===== config.mk =====
export PLATFORM = sky130hd
export DESIGN_NAME = wbc_arbiter_flat
export DESIGN_NICKNAME = d
export VERILOG_FILES = /design/src/rtl/wbc_pkg.sv /design/src/rtl/wbc_arbiter_if.sv /design/src/rtl/wbc_rr_pick.sv /design/src/rtl/wbc_arbiter.sv /design/src/flat_wrapper.sv
export SDC_FILE = /design/constraint.sdc
export NUM_CORES = 1
export LEC_CHECK = 0
export ABC_AREA = 1
export BUFFER_PORTS_ARGS = -buffer_cell sky130_fd_sc_hd__buf_2
export CAP_MARGIN = 25
export CORE_AREA = 3 3 149 151
export DETAILED_ROUTE_END_ITERATION = 10
export DIE_AREA = 0 0 152 154
export GPL_ROUTABILITY_DRIVEN = 0
export PLACE_DENSITY_LB_ADDON = 0.2
export SYNTH_ARGS = -nofsm -noshare
export SYNTH_HDL_FRONTEND = slang
export SYNTH_SLANG_ARGS = --single-unit

===== constraint.sdc =====
create_clock -name clk_i -period 5.6 [get_ports clk_i]
set_input_delay 0.56 -clock clk_i [delete_from_list [all_inputs] [get_ports clk_i]]
set_output_delay 0.56 -clock clk_i [all_outputs]
set_load 0.05 [all_outputs]

===== src/rtl/wbc_pkg.sv =====
// Shared definitions for the control-bus WISHBONE arbiter.
//   - wbc_state_e   : arbiter FSM encoding (IDLE / OWN / ABORT)
//   - WBC_NM/AW/TIMEOUT : default master count, address width, watchdog limit
//   - TERM_*        : bit positions inside the slave termination bundle
//   - sat_inc8      : saturating 8-bit increment used by the abort counter
package wbc_pkg;

  typedef enum logic [1:0] {
    ST_IDLE  = 2'd0,
    ST_OWN   = 2'd1,
    ST_ABORT = 2'd2
  } wbc_state_e;

  localparam int WBC_NM      = 4;
  localparam int WBC_AW      = 20;
  localparam int WBC_TIMEOUT = 255;

  // Termination bundle layout: {rty, err, ack}
  localparam int TERM_ACK = 0;
  localparam int TERM_ERR = 1;
  localparam int TERM_RTY = 2;
  localparam int TERM_W   = 3;

  function automatic logic [7:0] sat_inc8(input logic [7:0] v);
    logic [7:0] r;
    if (v == 8'hFF) begin
      r = v;
    end else begin
      r = v + 8'd1;
    end
    return r;
  endfunction

endpackage


===== src/rtl/wbc_arbiter_if.sv =====
// Control-bus signal bundle between the masters, the arbiter and the shared
// slave side.
//   m_* : per-master request fields (bit/slice k = master k) and the
//         broadcast read data / per-master terminations returned to them
//   s_* : the single shared-bus request and its termination
// Modports:
//   master : upstream masters (drive requests, receive terminations)
//   slave  : shared slave side (receive request, drive data/terminations)
//   arb    : the arbiter itself, sitting between the two
interface wbc_arbiter_if
  import wbc_pkg::*;
#(
  parameter int NM = WBC_NM,
  parameter int AW = WBC_AW
) ();

  logic [NM-1:0]    m_cyc_i;
  logic [NM-1:0]    m_stb_i;
  logic [NM-1:0]    m_we_i;
  logic [NM*AW-1:0] m_adr_i;
  logic [NM*32-1:0] m_dat_i;
  logic [NM*4-1:0]  m_sel_i;
  logic [31:0]      m_dat_o;
  logic [NM-1:0]    m_ack_o;
  logic [NM-1:0]    m_err_o;
  logic [NM-1:0]    m_rty_o;

  logic             s_cyc_o;
  logic             s_stb_o;
  logic             s_we_o;
  logic [AW-1:0]    s_adr_o;
  logic [31:0]      s_dat_o;
  logic [3:0]       s_sel_o;
  logic [31:0]      s_dat_i;
  logic             s_ack_i;
  logic             s_err_i;
  logic             s_rty_i;

  modport master (
    output m_cyc_i, m_stb_i, m_we_i, m_adr_i, m_dat_i, m_sel_i,
    input  m_dat_o, m_ack_o, m_err_o, m_rty_o
  );

  modport slave (
    input  s_cyc_o, s_stb_o, s_we_o, s_adr_o, s_dat_o, s_sel_o,
    output s_dat_i, s_ack_i, s_err_i, s_rty_i
  );

  modport arb (
    input  m_cyc_i, m_stb_i, m_we_i, m_adr_i, m_dat_i, m_sel_i,
    output m_dat_o, m_ack_o, m_err_o, m_rty_o,
    output s_cyc_o, s_stb_o, s_we_o, s_adr_o, s_dat_o, s_sel_o,
    input  s_dat_i, s_ack_i, s_err_i, s_rty_i
  );

endinterface


===== src/rtl/wbc_rr_pick.sv =====
// Combinational round-robin selector.
// Searches req starting at (last+1) mod NM and returns the first requester.
//   req  : request vector, bit k = master k
//   last : index of the previous owner
//   gnt  : one-hot winner (0 when nobody requests)
//   idx  : binary index of the winner (0 when nobody requests)
//   any  : at least one request pending
module wbc_rr_pick
  import wbc_pkg::*;
#(
  parameter int NM = WBC_NM,
  localparam int IW = (NM > 1) ? $clog2(NM) : 1
) (
  input  logic [NM-1:0] req,
  input  logic [IW-1:0] last,
  output logic [NM-1:0] gnt,
  output logic [IW-1:0] idx,
  output logic          any
);

  logic          found_s;
  logic [IW-1:0] cand_s;

  // Rotating priority scan: offset 1 is the master right after the last owner,
  // offset NM wraps back to the last owner itself (lowest priority).
  always_comb begin
    gnt     = '0;
    idx     = '0;
    found_s = 1'b0;
    cand_s  = '0;
    for (int i = 1; i <= NM; i++) begin
      cand_s = IW'((int'(last) + i) % NM);
      if (!found_s && req[cand_s]) begin
        found_s     = 1'b1;
        idx         = cand_s;
        gnt[cand_s] = 1'b1;
      end else begin
        found_s = found_s;
      end
    end
  end

  assign any = |req;

endmodule


===== src/rtl/wbc_arbiter.sv =====
// Round-robin arbiter, multiplexer and bus-timeout watchdog for the control
// WISHBONE bus. One master owns the shared bus for its whole CYC envelope;
// its request is muxed through combinationally and terminations are routed
// back only to it. An access the slave never terminates is aborted with ERR.
// Ports:
//   clk_i, rst_n_i : bus clock, asynchronous active-low reset
//   bus            : master-side and shared slave-side signals (arb modport)
//   grant_o        : one-hot current owner, 0 when idle
//   timeout_o      : one-cycle pulse on each watchdog abort
//   timeout_cnt_o  : saturating count of aborts since reset
module wbc_arbiter
  import wbc_pkg::*;
#(
  parameter int NM      = WBC_NM,
  parameter int AW      = WBC_AW,
  parameter int TIMEOUT = WBC_TIMEOUT
) (
  input  logic          clk_i,
  input  logic          rst_n_i,
  wbc_arbiter_if.arb    bus,
  output logic [NM-1:0] grant_o,
  output logic          timeout_o,
  output logic [7:0]    timeout_cnt_o
);

  localparam int          IW    = (NM > 1) ? $clog2(NM) : 1;
  localparam logic [15:0] LIMIT = 16'(TIMEOUT - 1);

  wbc_state_e    state_r;
  logic [IW-1:0] gnt_idx_r;
  logic [IW-1:0] last_r;
  logic [NM-1:0] grant_r;
  logic [15:0]   wait_r;
  logic [7:0]    tcnt_r;

  logic [NM-1:0]     pick_gnt_s;
  logic [IW-1:0]     pick_idx_s;
  logic              pick_any_s;
  logic              own_s;
  logic              live_s;
  logic              unterm_s;
  logic              limit_s;
  logic [TERM_W-1:0] term_s;

  wbc_rr_pick #(.NM(NM)) u_pick (
    .req  (bus.m_cyc_i),
    .last (last_r),
    .gnt  (pick_gnt_s),
    .idx  (pick_idx_s),
    .any  (pick_any_s)
  );

  // Request mux: only the owner's fields reach the shared bus, and only in OWN
  // (ABORT and IDLE keep the slave side quiet).
  assign own_s       = (state_r == ST_OWN);
  assign bus.s_cyc_o = own_s & bus.m_cyc_i[gnt_idx_r];
  assign bus.s_stb_o = own_s & bus.m_stb_i[gnt_idx_r];
  assign bus.s_we_o  = own_s & bus.m_we_i[gnt_idx_r];
  assign bus.s_adr_o = own_s ? bus.m_adr_i[int'(gnt_idx_r)*AW +: AW] : '0;
  assign bus.s_dat_o = own_s ? bus.m_dat_i[int'(gnt_idx_r)*32 +: 32] : 32'd0;
  assign bus.s_sel_o = own_s ? bus.m_sel_i[int'(gnt_idx_r)*4 +: 4] : 4'd0;

  // Gather the slave terminations into one bundle.
  always_comb begin
    term_s           = '0;
    term_s[TERM_ACK] = bus.s_ack_i;
    term_s[TERM_ERR] = bus.s_err_i;
    term_s[TERM_RTY] = bus.s_rty_i;
  end

  // A termination in the limit cycle takes precedence over the abort.
  assign live_s   = bus.s_cyc_o & bus.s_stb_o;
  assign unterm_s = live_s & ~(|term_s);
  assign limit_s  = unterm_s & (wait_r == LIMIT);

  // grant_r is one-hot on the owner, so masking with it steers terminations.
  assign bus.m_ack_o = grant_r & {NM{live_s & term_s[TERM_ACK]}};
  assign bus.m_err_o = grant_r & {NM{(live_s & term_s[TERM_ERR]) | limit_s}};
  assign bus.m_rty_o = grant_r & {NM{live_s & term_s[TERM_RTY]}};
  assign bus.m_dat_o = bus.s_dat_i;

  assign grant_o       = grant_r;
  assign timeout_o     = limit_s;
  assign timeout_cnt_o = tcnt_r;

  // Arbiter FSM, ownership bookkeeping, watchdog and abort counter.
  always_ff @(posedge clk_i or negedge rst_n_i) begin
    if (!rst_n_i) begin
      state_r   <= ST_IDLE;
      gnt_idx_r <= '0;
      last_r    <= IW'(NM - 1);
      grant_r   <= '0;
      wait_r    <= 16'd0;
      tcnt_r    <= 8'd0;
    end else begin
      case (state_r)
        ST_IDLE: begin
          wait_r <= 16'd0;
          if (pick_any_s) begin
            grant_r   <= pick_gnt_s;
            gnt_idx_r <= pick_idx_s;
            state_r   <= ST_OWN;
          end else begin
            grant_r <= '0;
          end
        end
        ST_OWN: begin
          if (!bus.m_cyc_i[gnt_idx_r]) begin
            state_r <= ST_IDLE;
            grant_r <= '0;
            last_r  <= gnt_idx_r;
            wait_r  <= 16'd0;
          end else if (limit_s) begin
            state_r <= ST_ABORT;
            tcnt_r  <= sat_inc8(tcnt_r);
            wait_r  <= 16'd0;
          end else if (unterm_s) begin
            wait_r <= wait_r + 16'd1;
          end else begin
            // terminated or STB low: the wait restarts
            wait_r <= 16'd0;
          end
        end
        ST_ABORT: begin
          wait_r <= 16'd0;
          if (!bus.m_cyc_i[gnt_idx_r]) begin
            state_r <= ST_IDLE;
            grant_r <= '0;
            last_r  <= gnt_idx_r;
          end else begin
            state_r <= ST_ABORT;
          end
        end
        default: begin
          state_r <= ST_IDLE;
          grant_r <= '0;
          wait_r  <= 16'd0;
        end
      endcase
    end
  end

endmodule

===== src/flat_wrapper.sv =====
// flat-port wrapper written by rule: the top's interface ports become plain ports
module wbc_arbiter_flat import wbc_pkg::*;
#(
  parameter int NM      = WBC_NM,
  parameter int AW      = WBC_AW,
  parameter int TIMEOUT = WBC_TIMEOUT
)
  (clk_i, rst_n_i, grant_o, timeout_o, timeout_cnt_o, bus_m_cyc_i, bus_m_stb_i, bus_m_we_i, bus_m_adr_i, bus_m_dat_i, bus_m_sel_i, bus_m_dat_o, bus_m_ack_o, bus_m_err_o, bus_m_rty_o, bus_s_cyc_o, bus_s_stb_o, bus_s_we_o, bus_s_adr_o, bus_s_dat_o, bus_s_sel_o, bus_s_dat_i, bus_s_ack_i, bus_s_err_i, bus_s_rty_i);
  wbc_arbiter_if #(.NM(NM), .AW(AW)) bus_i ();
  input  logic clk_i;
  input  logic rst_n_i;
  output logic [NM-1:0] grant_o;
  output logic timeout_o;
  output logic [7:0] timeout_cnt_o;
  input wire logic [$bits(bus_i.m_cyc_i)-1:0] bus_m_cyc_i;
  input wire logic [$bits(bus_i.m_stb_i)-1:0] bus_m_stb_i;
  input wire logic [$bits(bus_i.m_we_i)-1:0] bus_m_we_i;
  input wire logic [$bits(bus_i.m_adr_i)-1:0] bus_m_adr_i;
  input wire logic [$bits(bus_i.m_dat_i)-1:0] bus_m_dat_i;
  input wire logic [$bits(bus_i.m_sel_i)-1:0] bus_m_sel_i;
  output wire logic [$bits(bus_i.m_dat_o)-1:0] bus_m_dat_o;
  output wire logic [$bits(bus_i.m_ack_o)-1:0] bus_m_ack_o;
  output wire logic [$bits(bus_i.m_err_o)-1:0] bus_m_err_o;
  output wire logic [$bits(bus_i.m_rty_o)-1:0] bus_m_rty_o;
  output wire logic [$bits(bus_i.s_cyc_o)-1:0] bus_s_cyc_o;
  output wire logic [$bits(bus_i.s_stb_o)-1:0] bus_s_stb_o;
  output wire logic [$bits(bus_i.s_we_o)-1:0] bus_s_we_o;
  output wire logic [$bits(bus_i.s_adr_o)-1:0] bus_s_adr_o;
  output wire logic [$bits(bus_i.s_dat_o)-1:0] bus_s_dat_o;
  output wire logic [$bits(bus_i.s_sel_o)-1:0] bus_s_sel_o;
  input wire logic [$bits(bus_i.s_dat_i)-1:0] bus_s_dat_i;
  input wire logic [$bits(bus_i.s_ack_i)-1:0] bus_s_ack_i;
  input wire logic [$bits(bus_i.s_err_i)-1:0] bus_s_err_i;
  input wire logic [$bits(bus_i.s_rty_i)-1:0] bus_s_rty_i;
  assign bus_i.m_cyc_i = bus_m_cyc_i;
  assign bus_i.m_stb_i = bus_m_stb_i;
  assign bus_i.m_we_i = bus_m_we_i;
  assign bus_i.m_adr_i = bus_m_adr_i;
  assign bus_i.m_dat_i = bus_m_dat_i;
  assign bus_i.m_sel_i = bus_m_sel_i;
  assign bus_m_dat_o = bus_i.m_dat_o;
  assign bus_m_ack_o = bus_i.m_ack_o;
  assign bus_m_err_o = bus_i.m_err_o;
  assign bus_m_rty_o = bus_i.m_rty_o;
  assign bus_s_cyc_o = bus_i.s_cyc_o;
  assign bus_s_stb_o = bus_i.s_stb_o;
  assign bus_s_we_o = bus_i.s_we_o;
  assign bus_s_adr_o = bus_i.s_adr_o;
  assign bus_s_dat_o = bus_i.s_dat_o;
  assign bus_s_sel_o = bus_i.s_sel_o;
  assign bus_i.s_dat_i = bus_s_dat_i;
  assign bus_i.s_ack_i = bus_s_ack_i;
  assign bus_i.s_err_i = bus_s_err_i;
  assign bus_i.s_rty_i = bus_s_rty_i;
  wbc_arbiter #(.NM(NM), .AW(AW), .TIMEOUT(TIMEOUT)) u_core (.clk_i(clk_i), .rst_n_i(rst_n_i), .bus(bus_i), .grant_o(grant_o), .timeout_o(timeout_o), .timeout_cnt_o(timeout_cnt_o));
endmodule

==> flow_summary.yaml <==
status:
  run_status: "complete, no violations"
run:
  cap_violations: 0
detailed_routing:
  drt.antenna.violating_nets: 0
  drc_errors: 0
  routed_wirelength_um: 22310
  drtIter0Drc: 402
  first_pass_iters: 5
  viasPerCell: 4.557
  wl_per_cell_um: 16.54
  vias: 6147
sta:
  hold_viol_final: 0
  drv_slew: 0
  fmax_mhz: 265.9
  tns_ns: 0
  finalWorstSetupSlack_ns: 1.839
  min_period_ns: 3.761
  slew_headroom_pct: 49.28
  rsz0062_at_grt: "no"
  finClkSkew_ns: 0.004424
  worstMarginPinSlew_ns: 0.7608
  setup_violations: 0
  fin_crit_sh_pct: 67.17
pwr:
  peakVddDrop_v: 0.0002671
  p_leak_uw: 0.003326
  power_density_nw_per_um2: 528.0
logic_synthesis:
  syn_area_sq_um: 4544
  syn_inst: 814
  yosys_warnings: 0
  synth-seq-area-share_pct: 18.78
  yosys_register_bits: 34
  synth_area_per_cell_sq_um: 5.583
  synth_nets: 1101
  synth.distinct_cells: 31
global_routing:
  grt_pass1_vias: 5747
  grt_usage_pct: 17.76
  grt_start_max_net_pins: 65
  antenna_found_initial: 2
  grt-ovfl-total: 0
  grt_pass1_wl_um: 33540
cts:
  cts-hold-fix-buffers: 0
  cts_resized: 0
  clk_pin_slew_worst_paths_ns: 0.05
  cts_buffers: 5
  htree_levels: 2
  cts-root-buf: "clkbuf_16"
  clkLatencyLatePin_ns: 0.27
  clkSinkCount: 34
  cts_buffer_depth: 2
  tritoncts: "built"
  cts_setup_buffers: 0
setup_path:
  worstPathRequired_ns: 5.04
  critPathLaunchType: "register"
  end_kind: "primary output"
  crit_buf_inv: 3
  r2r_cells: 11
  max_stage_delay_ns: 0.86
  crit_slowest_cell: "dfrtp_4"
  worstSetupStartpoint: "u_core.gnt_idx_r[0]"
  r2r_end: "u_core.timeout_cnt_o[4]"
  worstPathMaxFanout: 64
  arrival_ns: 3.20
  crit_type: "register to primary output"
  worst-path-stages: 10
  cp_cell_sequence: "clkinv_2 > nand2_1 > nand3_2 > nand3_4 > nor2_8 > nand3_2 > clkinv_2 > a21oi_2 > nor2_1 > buf_2"
  regToRegStartpoint: "u_core.gnt_idx_r[0]"
  cpLargestDelayFamily: "buffers and inverters"
  reg2reg_slack_ns: 2.77
place:
  place_ws_ns: 2.041
  dp_hpwl_um: 17620
  dp_cells: 1341
  io_buffers: 324
floorplan:
  rows: 53
  pin_count: 389
  core_area_sq_um: 20960
  die_width_um: 152
  initial_core_util_pct: 21.69
  dieArea_sq_um: 23410
  die_h_um: 154
finish:
  nFillCells: 2459
  area_growth_pct: 38.00
  antenna-diode-count: 0
  post-route-util_pct: 29.93
  final_cells: 1349
  drive_gt1_share_pct: 33.33
  nets: 1360
hold_path:
  hold_path_class: "primary input to asynchronous set/reset pin"
worst register-to-register path, delay by kind of cell (launching register included):
kind,cells,cell delay [ns]
DFF,1,0.86
and+or+nand+nor,8,0.89
buffers and inverters,3,0.99
sequential cells by signal, indices dropped and copies added (netlist names):
signal / flops
u_core.gnt_idx_r: 2
u_core.grant_o: 4
u_core.last_r: 2
u_core.state_r: 2
u_core.timeout_cnt_o: 8
u_core.wait_r: 16
synthesized netlist by cell type:
library cell	n	area [sq um]
nand3_2	5	50.05
nand2_1	103	386.6
inv_2	4	15.01
dfrtp_1	32	800.8
nand2_4	1	11.26
a21oi_1	64	320.3
nand2_2	1	6.260
dfstp_2	2	52.55
nor3_1	6	30.03
buf_2	10	50.05
a21boi_0	4	30.03
ha_1	14	175.2
o21ai_0	117	585.6
buf_1	9	33.78
nor4_1	2	12.51
nor2_1	276	1036
inv_1	37	138.9
clkbuf_1	24	90.09
o21ai_1	2	10.01
a31oi_2	1	12.51
a21oi_2	1	8.760
nor2_2	1	6.260
clkinv_2	1	5.000
nand4_1	12	75.07
nand3_1	31	155.2
buf_4	35	262.8
nor2_8	1	20.02
xor2_1	10	87.58
nand3_4	1	17.52
xnor2_1	5	43.79
nand3b_1	2	15.01
worst max path at each step:
| stage | to | slack, ns |
|---|---|---|
| after global routing | bus_m_err_o[1] | 1.48 |
| after CTS | bus_m_err_o[1] | 1.73 |
| final | bus_m_err_o[1] | 1.84 |
| after floorplan | bus_m_err_o[0] | 3.14 |
| after global placement | bus_m_err_o[3] | 2.09 |
| after detailed placement | bus_m_err_o[1] | 2.04 |
per-stage QoR:
step | cell area (sq um) | hold WS (ns) | power, uW
after detailed placement | 6125 | 0.4897 | 3060
final | 6271 | 0.3550 | 3311
after global routing | 6271 | 0.4161 | 3605
after global placement | 6125 | 0.4842 | 3069
after floorplan | 4544 | 0.2644 | 2437
after CTS | 6271 | 0.4009 | 3346
placed cells by master, fill, tap and decap left out, types with 6 or more instances in the layout:
cell type and instances:
buf_2 324, nor2_1 276, o21ai_0 117, nand2_1 103
a21oi_1 64, inv_1 36, nand3_1 31, dfrtp_1 30
ha_1 14, nand4_1 12, xor2_1 10, nor3_1 6
buf_4 6
per-layer routing:
metal  track usage [%]  wire length, um  vias up
li1                  -                -     3110
met1             23.39             9799     2781
met2             29.81            10510      241
met3             5.573             1895       11
met4             1.498               73        4
met5                 0               27        -
power breakdown:
part           internal [uW]  switching [uW]  leakage [uW]
sequential               282             107      0.000458
clock                    177            98.6     0.0000712
combinational            666            1980       0.00280
final cells by class:
cell class | instances | area (sq um) | share of cell area [%]
clock buffer | 8 | 146.4 | 2.334
timing repair buffer | 330 | 1667 | 26.58
multi-input combinational | 660 | 3095 | 49.36
inverter | 42 | 160.2 | 2.554
tap | 275 | 344.1 | 5.487
sequential | 34 | 858.3 | 13.69
kinds of logic after synthesis:
family | share of synthesized area [%]
XOR/XNOR | 2.891
adder cells (fa/ha/maj) | 3.855
flip-flops | 18.78
AO/OA/AOI/OAI | 21.28
buffers and inverters | 13.11
AND/OR/NAND/NOR | 40.09
No activity file was read; power rests on OpenSTA's default activity.
